--- config.mk ---
export PLATFORM = sky130hd
export DESIGN_NAME = sd_wb_scheduler_flat
export DESIGN_NICKNAME = d
export VERILOG_FILES = /design/src/rtl/sd_wb_pkg.sv /design/src/rtl/sd_wb_scheduler_if.sv /design/src/rtl/sd_engine_tracker.sv /design/src/rtl/sd_wb_scheduler.sv /design/src/flat_wrapper.sv
export SDC_FILE = /design/constraint.sdc
export NUM_CORES = 1
export LEC_CHECK = 0
export CAP_MARGIN = 20
export CELL_PAD_IN_SITES_DETAIL_PLACEMENT = 1
export CELL_PAD_IN_SITES_GLOBAL_PLACEMENT = 2
export CORE_AREA = 3 3 356 358
export DETAILED_ROUTE_END_ITERATION = 8
export DIE_AREA = 0 0 359 361
export PLACE_DENSITY_LB_ADDON = 0.1
export RECOVER_POWER = 25
export SETUP_SLACK_MARGIN = 0.3
export SLEW_MARGIN = 20
export SYNTH_ARGS = -nofsm -noshare
export SYNTH_HDL_FRONTEND = slang
export SYNTH_SLANG_ARGS = --single-unit
--- constraint.sdc ---
create_clock -name wb_clock -period 2.4 [get_ports wb_clock]
set_input_delay 0.48 -clock wb_clock [delete_from_list [all_inputs] [get_ports wb_clock]]
set_output_delay 0.48 -clock wb_clock [all_outputs]
set_load 0.01 [all_outputs]
--- src/rtl/sd_wb_pkg.sv ---
// Shared constants for the SD host Wishbone scheduler: address map, FSM encoding, status bits.
package sd_wb_pkg;

    localparam int unsigned ADR_W     = 5;
    localparam int unsigned NUM_REGS  = 16;
    localparam int unsigned REG_IDX_W = $clog2(NUM_REGS);

    localparam logic [ADR_W-1:0] ADR_CMD_EXEC  = 5'd16;
    localparam logic [ADR_W-1:0] ADR_FIFO_WR   = 5'd17;
    localparam logic [ADR_W-1:0] ADR_FIFO_RD   = 5'd18;
    localparam logic [ADR_W-1:0] ADR_DATA_EXEC = 5'd19;

    localparam int unsigned STATE_W = 2;
    typedef logic [STATE_W-1:0] state_t;

    localparam state_t ST_IDLE      = 2'd0;
    localparam state_t ST_FIFO_WAIT = 2'd1;
    localparam state_t ST_RESP      = 2'd2;

    // Bit positions inside the engine status word
    localparam int unsigned STAT_CMD_BUSY  = 0;
    localparam int unsigned STAT_DATA_BUSY = 1;
    localparam int unsigned STAT_CMD_TMO   = 2;
    localparam int unsigned STAT_DATA_TMO  = 3;

endpackage

--- src/rtl/sd_wb_scheduler_if.sv ---
// Wishbone slave-side bus bundle between the host bus master and the SD scheduler.
interface sd_wb_scheduler_if
    import sd_wb_pkg::*;
#(
    parameter int unsigned DATA_W = 128
);
    logic              strobe_i;
    logic              we_i;
    logic [ADR_W-1:0]  adr_i;
    logic [DATA_W-1:0] wb_data_i;
    logic [DATA_W-1:0] wb_data_o;
    logic              ack_o;
    logic              error_o;

    modport slave (
        input  strobe_i, we_i, adr_i, wb_data_i,
        output wb_data_o, ack_o, error_o
    );

    modport master (
        output strobe_i, we_i, adr_i, wb_data_i,
        input  wb_data_o, ack_o, error_o
    );
endinterface

--- src/rtl/sd_engine_tracker.sv ---
// Busy / timeout bookkeeping for the command and data engines with one shared watchdog counter.
module sd_engine_tracker #(
    parameter int unsigned TIMEOUT = 1024
) (
    input  logic clk,
    input  logic reset,
    input  logic cmd_start,
    input  logic data_start,
    input  logic cmd_done,
    input  logic data_done,
    output logic cmd_busy,
    output logic data_busy,
    output logic cmd_timeout,
    output logic data_timeout,
    output logic abort
);
    localparam int unsigned    CNT_W    = $clog2(TIMEOUT) + 1;
    localparam logic [CNT_W-1:0] CNT_LAST = CNT_W'(TIMEOUT - 1);

    // cnt holds the number of cycles the active engine has been running, start cycle included
    logic [CNT_W-1:0] cnt;
    logic             any_start;
    logic             any_busy;
    logic             expire;
    logic             cmd_done_ok;
    logic             data_done_ok;
    logic             cmd_expire;
    logic             data_expire;

    assign any_start    = cmd_start | data_start;
    assign any_busy     = cmd_busy | data_busy;
    assign expire       = any_busy & ~any_start & (cnt == CNT_LAST);
    // done is ignored while idle and during the start pulse itself
    assign cmd_done_ok  = cmd_done & cmd_busy & ~cmd_start;
    assign data_done_ok = data_done & data_busy & ~data_start;
    // a done arriving together with expiry wins over the abort
    assign cmd_expire   = expire & cmd_busy & ~cmd_done_ok;
    assign data_expire  = expire & data_busy & ~data_done_ok;

    // Watchdog counter: restarts on a launch, idles at zero when nothing is running
    always_ff @(posedge clk) begin
        if (reset) begin
            cnt <= '0;
        end else if (any_start) begin
            cnt <= CNT_W'(1);
        end else if (!any_busy || expire) begin
            cnt <= '0;
        end else begin
            cnt <= cnt + CNT_W'(1);
        end
    end

    // Command engine busy / timeout flags
    always_ff @(posedge clk) begin
        if (reset) begin
            cmd_busy    <= 1'b0;
            cmd_timeout <= 1'b0;
        end else if (cmd_start) begin
            cmd_busy    <= 1'b1;
            cmd_timeout <= 1'b0;
        end else if (cmd_done_ok) begin
            cmd_busy    <= 1'b0;
        end else if (cmd_expire) begin
            cmd_busy    <= 1'b0;
            cmd_timeout <= 1'b1;
        end
    end

    // Data engine busy / timeout flags
    always_ff @(posedge clk) begin
        if (reset) begin
            data_busy    <= 1'b0;
            data_timeout <= 1'b0;
        end else if (data_start) begin
            data_busy    <= 1'b1;
            data_timeout <= 1'b0;
        end else if (data_done_ok) begin
            data_busy    <= 1'b0;
        end else if (data_expire) begin
            data_busy    <= 1'b0;
            data_timeout <= 1'b1;
        end
    end

    // One-cycle abort pulse when either engine overruns
    always_ff @(posedge clk) begin
        if (reset) begin
            abort <= 1'b0;
        end else begin
            abort <= cmd_expire | data_expire;
        end
    end

endmodule

--- src/rtl/sd_wb_scheduler.sv ---
// Wishbone slave controller for the SD host: register file, engine launch sequencing, host FIFO access.
module sd_wb_scheduler
    import sd_wb_pkg::*;
#(
    parameter int unsigned REG_W   = 32,
    parameter int unsigned DATA_W  = 128,
    parameter int unsigned TIMEOUT = 1024
) (
    input  logic                       wb_clock,
    input  logic                       reset,
    sd_wb_scheduler_if.slave           bus,
    output logic                       cmd_start_o,
    output logic                       data_start_o,
    input  logic                       cmd_done_i,
    input  logic                       data_done_i,
    output logic                       abort_o,
    output logic                       fifo_wr_o,
    input  logic                       fifo_full_i,
    output logic                       fifo_rd_o,
    input  logic                       fifo_empty_i,
    input  logic [DATA_W-1:0]          host_data_i,
    output logic [NUM_REGS*REG_W-1:0]  regs_o
);
    state_t                           state;
    state_t                           state_nxt;
    logic [NUM_REGS-1:0][REG_W-1:0]   regs;
    logic                             reg_we;
    logic                             ack_nxt;
    logic                             err_nxt;
    logic [DATA_W-1:0]                rdata_nxt;
    logic                             cmd_start_nxt;
    logic                             data_start_nxt;
    logic                             fifo_wr_nxt;
    logic                             fifo_rd_nxt;
    logic                             cmd_busy;
    logic                             data_busy;
    logic                             cmd_timeout;
    logic                             data_timeout;
    logic                             eng_busy;
    logic [DATA_W-1:0]                status;

    assign eng_busy = cmd_busy | data_busy;
    assign regs_o   = regs;

    sd_engine_tracker #(
        .TIMEOUT (TIMEOUT)
    ) u_tracker (
        .clk          (wb_clock),
        .reset        (reset),
        .cmd_start    (cmd_start_o),
        .data_start   (data_start_o),
        .cmd_done     (cmd_done_i),
        .data_done    (data_done_i),
        .cmd_busy     (cmd_busy),
        .data_busy    (data_busy),
        .cmd_timeout  (cmd_timeout),
        .data_timeout (data_timeout),
        .abort        (abort_o)
    );

    // Engine status word returned on reads of either exec address
    always_comb begin
        status                 = '0;
        status[STAT_CMD_BUSY]  = cmd_busy;
        status[STAT_DATA_BUSY] = data_busy;
        status[STAT_CMD_TMO]   = cmd_timeout;
        status[STAT_DATA_TMO]  = data_timeout;
    end

    // Next state and next registered outputs; every response is decided when the strobe is taken
    always_comb begin
        state_nxt      = state;
        ack_nxt        = 1'b0;
        err_nxt        = 1'b0;
        rdata_nxt      = '0;
        cmd_start_nxt  = 1'b0;
        data_start_nxt = 1'b0;
        fifo_wr_nxt    = 1'b0;
        fifo_rd_nxt    = 1'b0;
        reg_we         = 1'b0;
        case (state)
            ST_IDLE: begin
                if (bus.strobe_i) begin
                    state_nxt = ST_RESP;
                    if (!bus.adr_i[ADR_W-1]) begin
                        ack_nxt = 1'b1;
                        if (bus.we_i) begin
                            reg_we = 1'b1;
                        end else begin
                            rdata_nxt = DATA_W'(regs[bus.adr_i[REG_IDX_W-1:0]]);
                        end
                    end else begin
                        case (bus.adr_i)
                            ADR_CMD_EXEC, ADR_DATA_EXEC: begin
                                if (!bus.we_i) begin
                                    ack_nxt   = 1'b1;
                                    rdata_nxt = status;
                                end else if (eng_busy) begin
                                    err_nxt = 1'b1;
                                end else begin
                                    ack_nxt        = 1'b1;
                                    cmd_start_nxt  = (bus.adr_i == ADR_CMD_EXEC);
                                    data_start_nxt = (bus.adr_i == ADR_DATA_EXEC);
                                end
                            end
                            ADR_FIFO_WR: begin
                                if (bus.we_i && !fifo_full_i) begin
                                    ack_nxt     = 1'b1;
                                    fifo_wr_nxt = 1'b1;
                                end else begin
                                    err_nxt = 1'b1;
                                end
                            end
                            ADR_FIFO_RD: begin
                                if (!bus.we_i && !fifo_empty_i) begin
                                    fifo_rd_nxt = 1'b1;
                                    state_nxt   = ST_FIFO_WAIT;
                                end else begin
                                    err_nxt = 1'b1;
                                end
                            end
                            default: begin
                                err_nxt = 1'b1;
                            end
                        endcase
                    end
                end
            end
            ST_FIFO_WAIT: begin
                state_nxt = ST_RESP;
                ack_nxt   = 1'b1;
                rdata_nxt = host_data_i;
            end
            ST_RESP: begin
                state_nxt = ST_IDLE;
            end
            default: begin
                state_nxt = ST_IDLE;
            end
        endcase
    end

    // State and registered bus / engine / FIFO outputs
    always_ff @(posedge wb_clock) begin
        if (reset) begin
            state         <= ST_IDLE;
            bus.ack_o     <= 1'b0;
            bus.error_o   <= 1'b0;
            bus.wb_data_o <= '0;
            cmd_start_o   <= 1'b0;
            data_start_o  <= 1'b0;
            fifo_wr_o     <= 1'b0;
            fifo_rd_o     <= 1'b0;
        end else begin
            state         <= state_nxt;
            bus.ack_o     <= ack_nxt;
            bus.error_o   <= err_nxt;
            bus.wb_data_o <= rdata_nxt;
            cmd_start_o   <= cmd_start_nxt;
            data_start_o  <= data_start_nxt;
            fifo_wr_o     <= fifo_wr_nxt;
            fifo_rd_o     <= fifo_rd_nxt;
        end
    end

    // Config register file
    always_ff @(posedge wb_clock) begin
        if (reset) begin
            regs <= '0;
        end else if (reg_we) begin
            regs[bus.adr_i[REG_IDX_W-1:0]] <= bus.wb_data_i[REG_W-1:0];
        end
    end

endmodule
--- src/flat_wrapper.sv ---
// flat-port wrapper written by rule: the top's interface ports become plain ports
module sd_wb_scheduler_flat import sd_wb_pkg::*;
#(
    parameter int unsigned REG_W   = 32,
    parameter int unsigned DATA_W  = 128,
    parameter int unsigned TIMEOUT = 1024
)
  (wb_clock, reset, cmd_start_o, data_start_o, cmd_done_i, data_done_i, abort_o, fifo_wr_o, fifo_full_i, fifo_rd_o, fifo_empty_i, host_data_i, regs_o, bus_strobe_i, bus_we_i, bus_adr_i, bus_wb_data_i, bus_wb_data_o, bus_ack_o, bus_error_o);
  sd_wb_scheduler_if #(.DATA_W(DATA_W)) bus_i ();
  input  logic wb_clock;
  input  logic reset;
  output logic cmd_start_o;
  output logic data_start_o;
  input  logic cmd_done_i;
  input  logic data_done_i;
  output logic abort_o;
  output logic fifo_wr_o;
  input  logic fifo_full_i;
  output logic fifo_rd_o;
  input  logic fifo_empty_i;
  input  logic [DATA_W-1:0] host_data_i;
  output logic [NUM_REGS*REG_W-1:0] regs_o;
  input wire logic [$bits(bus_i.strobe_i)-1:0] bus_strobe_i;
  input wire logic [$bits(bus_i.we_i)-1:0] bus_we_i;
  input wire logic [$bits(bus_i.adr_i)-1:0] bus_adr_i;
  input wire logic [$bits(bus_i.wb_data_i)-1:0] bus_wb_data_i;
  output wire logic [$bits(bus_i.wb_data_o)-1:0] bus_wb_data_o;
  output wire logic [$bits(bus_i.ack_o)-1:0] bus_ack_o;
  output wire logic [$bits(bus_i.error_o)-1:0] bus_error_o;
  assign bus_i.strobe_i = bus_strobe_i;
  assign bus_i.we_i = bus_we_i;
  assign bus_i.adr_i = bus_adr_i;
  assign bus_i.wb_data_i = bus_wb_data_i;
  assign bus_wb_data_o = bus_i.wb_data_o;
  assign bus_ack_o = bus_i.ack_o;
  assign bus_error_o = bus_i.error_o;
  sd_wb_scheduler #(.REG_W(REG_W), .DATA_W(DATA_W), .TIMEOUT(TIMEOUT)) u_core (.wb_clock(wb_clock), .reset(reset), .bus(bus_i), .cmd_start_o(cmd_start_o), .data_start_o(data_start_o), .cmd_done_i(cmd_done_i), .data_done_i(data_done_i), .abort_o(abort_o), .fifo_wr_o(fifo_wr_o), .fifo_full_i(fifo_full_i), .fifo_rd_o(fifo_rd_o), .fifo_empty_i(fifo_empty_i), .host_data_i(host_data_i), .regs_o(regs_o));
endmodule
# Word level (Yosys, flattened, before mapping)
# Cells that the tools add are included.
# totals
output_inout_bits,647
word_cells,128
regBits,664
# op_classes
bitwise_logic,25
eq_ne,7
n_addsub,1
reduce_logical,21
n_mux,41
n_lt_le_gt_ge,2
# ops
op,count
512-bit bitwise mux,1
128-bit two-way mux,3
128-bit case mux with 2 select lines,1
32-bit binary-select mux with 4-bit select,1
32-bit demux with 4-bit select,1
32-bit two-way mux,3
1-bit two-way mux,22
"5-bit equality test, second input constant",4
1-bit NOT,12
"11-bit by 1-bit adder with 11-bit output, second input constant",1
"11-bit by 10-bit equality test with 1-bit output, second input constant",1
1-bit AND,10
5-bit OR reduction,2
2-bit two-way mux,4
7-bit OR reduction,1
3-bit nonzero test,2
2-bit OR reduction,3
"4-bit by 5-bit < comparator with 1-bit output, second input constant",1
"4-bit by 1-bit >= comparator with 1-bit output, second input constant",1
1-bit zero test,4
4-bit two-way mux,1
1-bit case mux with 2 select lines,2
2-bit case mux with 2 select lines,1
2-bit AND reduction,2
other kinds (9),13

# Logic depth before layout (Yosys ltp)
# depth
ltp_word,9
mapped_depth,8
ltp_nobuf,5

# Cells and area by module
# A second synthesis with hierarchy kept.
# hier_totals
cells_unflattened,2613
area_unflattened_um2,26917.1
# modules_own_cells
mod,cells_per_inst,area_per_inst_um2,seq_area_each_um2,instances
sd_wb_scheduler,2533,26186.4,12972.4,1
sd_engine_tracker,80,730.7,320.3,1

# Worst setup path after synthesis
# No wires, ideal clock.
# synth_path
kind,input -> register
start,in bus_adr_i[0]
end,reg u_core.bus.wb_data_o[27]
cell_stages,7
setup_slack_ns,0.229
required_ns,2.286
setup_time_ns,0.114
n_path_buf,3
t_arrival_ns,2.057
cell_sequence,clkbuf_1 -> buf_2 -> buf_2 -> mux4_2 -> mux2i_1 -> o22ai_1 -> a21o_1
# synth_via
elab_chain_len,6
# synth_rtl
item,line_no,text
start: declaration,flat_wrapper.sv:25,input wire logic [$bits(bus_i.adr_i)-1:0] bus_adr_i;
32-bit binary-select mux with 4-bit select,sd_wb_scheduler.sv:90,rdata_nxt = DATA_W'(regs[bus.adr_i[REG_IDX_W-1:0]]);
32-bit two-way mux (not written as such),sd_wb_scheduler.sv:90,
32-bit two-way mux,sd_wb_scheduler.sv:87,if (bus.we_i) begin
128-bit two-way mux,sd_wb_scheduler.sv:85,if (!bus.adr_i[ADR_W-1]) begin
128-bit two-way mux,sd_wb_scheduler.sv:83,if (bus.strobe_i) begin
128-bit case mux with 2 select lines,sd_wb_scheduler.sv:81,case (state)
end signal: assignment,sd_wb_scheduler.sv:158,bus.wb_data_o <= rdata_nxt;
end: declaration,sd_wb_scheduler_if.sv:17,"output wb_data_o, ack_o, error_o"
# No other way between the ends. The select of a mux whose other input is x is not followed.
# A chain may end at the register's enable or synchronous reset.

# Worst setup path after layout
# layout_path
start,in bus_adr_i[2]
end,reg u_core.bus.wb_data_o[14]
# Same word-level chain as after synthesis.

==> impl_metrics.ini <==
[clocking]
h-tree-depth = 3
clk_pin_slew_ns = 0.05
clockBufferDepth = 3
cts.sinks = 664
cts_root_buf = clkbuf_16
cts_inserted_buffers = 86
holdBufCountCts = 0
clk_latency_ns = 0.67
cts_tree = yes

[route]
drc = 0
routed_via_density = 4.70
antenna_left = 0
post_drt_wl_per_cell_um = 28.3
firstDrtPassIters = 5
drt_iter0_drc = 1276
wirelength_um = 156000
vias = 25900

[sta]
setup_violations = 0
finalHoldViolations = 0
tightest_slew_ns = 1.08
final-max-slew-violation-count = 0
setup_tns_ns = 0
slew_headroom_pct = 27.7
layout_setup_ws_ns = 0.196
fmax_mhz = 454
layout_min_cycle_time_ns = 2.20
rsz0062_at_grt = yes
fin_skew_ns = 0.0210
fin_crit_sh_pct = 91.8

[synth]
avgSynthCellArea_um2 = 9.32
yosysUniqueCellTypes = 47
synth-seq-area-share_pct = 47.6
synth_edf_count = 0
synth-warning-count = 0
ys.flop_type = dfxtp_1
ys_ff_latch = 664
synth_fp_nets = 3268
synthCells = 2998
ys_async_sr_fraction_pct = 0
syn_area_um2 = 27900

[setup_path]
crit_cells = 8
critPathRequiredTime_ns = 2.94
critPathKind = input port to flop
cp_data_arrival_time_ns = 2.74
reg2reg_depth = 7
r2r_slack_ns = 0.32
rr_endpoint = u_core.regs_o[213]
r2r_start = u_core.state[1]
cp-start-kind = input port
max_stage_delay_ns = 0.52
path_buf_inv = 5
cp_max_fo = 8
crit_top_cell = clkbuf_1
worstSetupEndpointType = flop
cp_slowest_cell = clkdlybuf4s50_1
crit_chain = clkdlybuf4s50_1 > clkbuf_1 > clkbuf_1 > nand3b_1 > clkbuf_2 > buf_12 > o22ai_1 > a21o_1
crit_family = buffers and inverters

[floorplanning]
fp.dieW_um = 359
io_pins = 916
design.core.area_um2 = 124000
initial_utilization_pct = 22.6
die_h_um = 361
core.rowCount = 129
dieArea_um2 = 130000

[run_status]
status = complete, no violations

[placed_design]
io_buffers = 819
dp_slack_ns = -0.318
dp_cells = 5348
placed_cell_area_um2 = 38700
hpwl_um = 113000
place.gp.congestion = 0.817

[grt]
grt_overflow_total = 0
grt.total_usage_pct = 23.1
first_global_vias = 27700
grt_max_degree = 151
grt_pass1_wl_um = 218000
antenna_found_initial = 8

[min_path]
min_to = u_core.data_start_o
hold_depth = 3
min_path_type = input port to flop
hold_start = bus_adr_i[1]

[final_layout]
finalNonFillerCells = 5515
fin_area_um2 = 41000
mostFrequentLayoutCell = nand2_1
fin_nets = 4075
final_cell_mix = nand2_1, dfxtp_1, dlygate4sd2_1, clkdlybuf4s50_1, a21oi_2
synthToLayoutAreaGrowth_pct = 46.9
drive_gt1_share_pct = 19.5

[power_and_ir_drop]
p_total_mw = 25.7
p_leak_nw = 16.3
irDropWorstVdd_mv = 0.517
power.density_nw_per_um2 = 627

[run]
drv_cap = 0
==> per-stage QoR <==
| step | util (%) | hold WS, ns |
|---|---|---|
| CTS | 33.2 | 0.226 |
| detailed placement | 31.3 | 0.455 |
| global route | 33.2 | 0.269 |
| global placement | 31.3 | 0.445 |
| finish | 33.2 | 0.278 |
| floorplan | - | 0.437 |
==> worst min-delay path, delay by kind of cell <==
family / cells / cell delay, ns
AND/OR/NAND/NOR: 2 / 0.18
buffers and inverters: 1 / 0.20
==> routing by layer <==
metal	share of wire [%]	vias up	track usage, %
li1	-	11700	-
met1	41	13200	27.2
met2	49	838	40.4
met3	7.1	200	6.67
met4	3.2	2	7.30
met5	0.0083	-	0
==> final cells by class <==
type                       count  area (um2)
sequential                   664       13300
clock buffer                 130        2530
tap                         1637        2050
fill                       14200       82600
multi-input combinational   2039       13100
antenna                        3        7.51
timing repair buffer        1008        9680
inverter                       6        22.5
clock inverter                28         310
==> worst max-delay path by stage <==
stage                                     end                     start
detailed placement         u_core.regs_o[195]              bus_strobe_i
global placement           u_core.regs_o[310]              bus_strobe_i
CTS                         bus_wb_data_o[53]  u_core.bus.wb_data_o[53]
global route        u_core.bus.wb_data_o[106]           u_core.state[0]
finish               u_core.bus.wb_data_o[14]              bus_adr_i[2]
floorplan            u_core.bus.wb_data_o[27]              bus_adr_i[0]
==> power breakdown <==
part	total, mW	internal, mW	switching, mW
Sequential	11.1	11.1	0.0344
Combinational	1.50	0.616	0.881
Clock	13.1	7.73	5.42
==> registers in the layout, indices dropped and copies added (netlist names) <==
register	flops
u_core.fifo_rd_o	1
u_core.u_tracker.cmd_busy	1
u_core.u_tracker.abort	1
u_core.bus.error_o	1
u_core.u_tracker.data_busy	1
u_core.cmd_start_o	1
u_core.state	2
u_core.regs_o	512
u_core.u_tracker.cmd_timeout	1
u_core.data_start_o	1
u_core.u_tracker.cnt	11
u_core.bus.ack_o	1
u_core.u_tracker.data_timeout	1
u_core.fifo_wr_o	1
u_core.bus.wb_data_o	128
==> cell families after synthesis <==
| logic type | synth area share [%] |
|---|---|
| simple gates | 19.2 |
| flops | 47.6 |
| compound gates | 15.0 |
| xor+xnor | 0.282 |
| mux | 12.3 |
| buf+inv | 5.54 |
| fa+ha+maj | 0.0448 |
==> cell usage after synthesis, types with 3 or more instances <==
library cell	number	area, um2
nand2_1	1030	3870
dfxtp_1	664	13300
a21oi_2	270	2360
a21oi_1	243	1220
clkbuf_1	149	559
mux4_2	128	2880
and2_1	103	644
buf_2	86	430
mux2i_1	56	561
buf_6	42	473
nor2_1	29	109
o22ai_1	29	181
a21o_1	28	210
nand4_1	22	138
nor4_4	14	298
o21ai_0	11	55.1
buf_1	10	37.5
nor3_1	10	50.1
a22o_1	8	70.1
nor2b_1	7	43.8
xor2_1	7	61.3
inv_1	6	22.5
a31oi_1	5	31.3
nand2b_1	5	31.3
nor4_1	5	31.3
nand3b_1	3	22.5
==> what timing repair did <==
item,CTS,global route
setup buffers,1,3
setup endpoints to repair,635,200
hold endpoints to repair,0,0
gates cloned,0,2
pin swaps,4,3
gates resized for setup,586,18
Power figures use the tool's default switching activity.
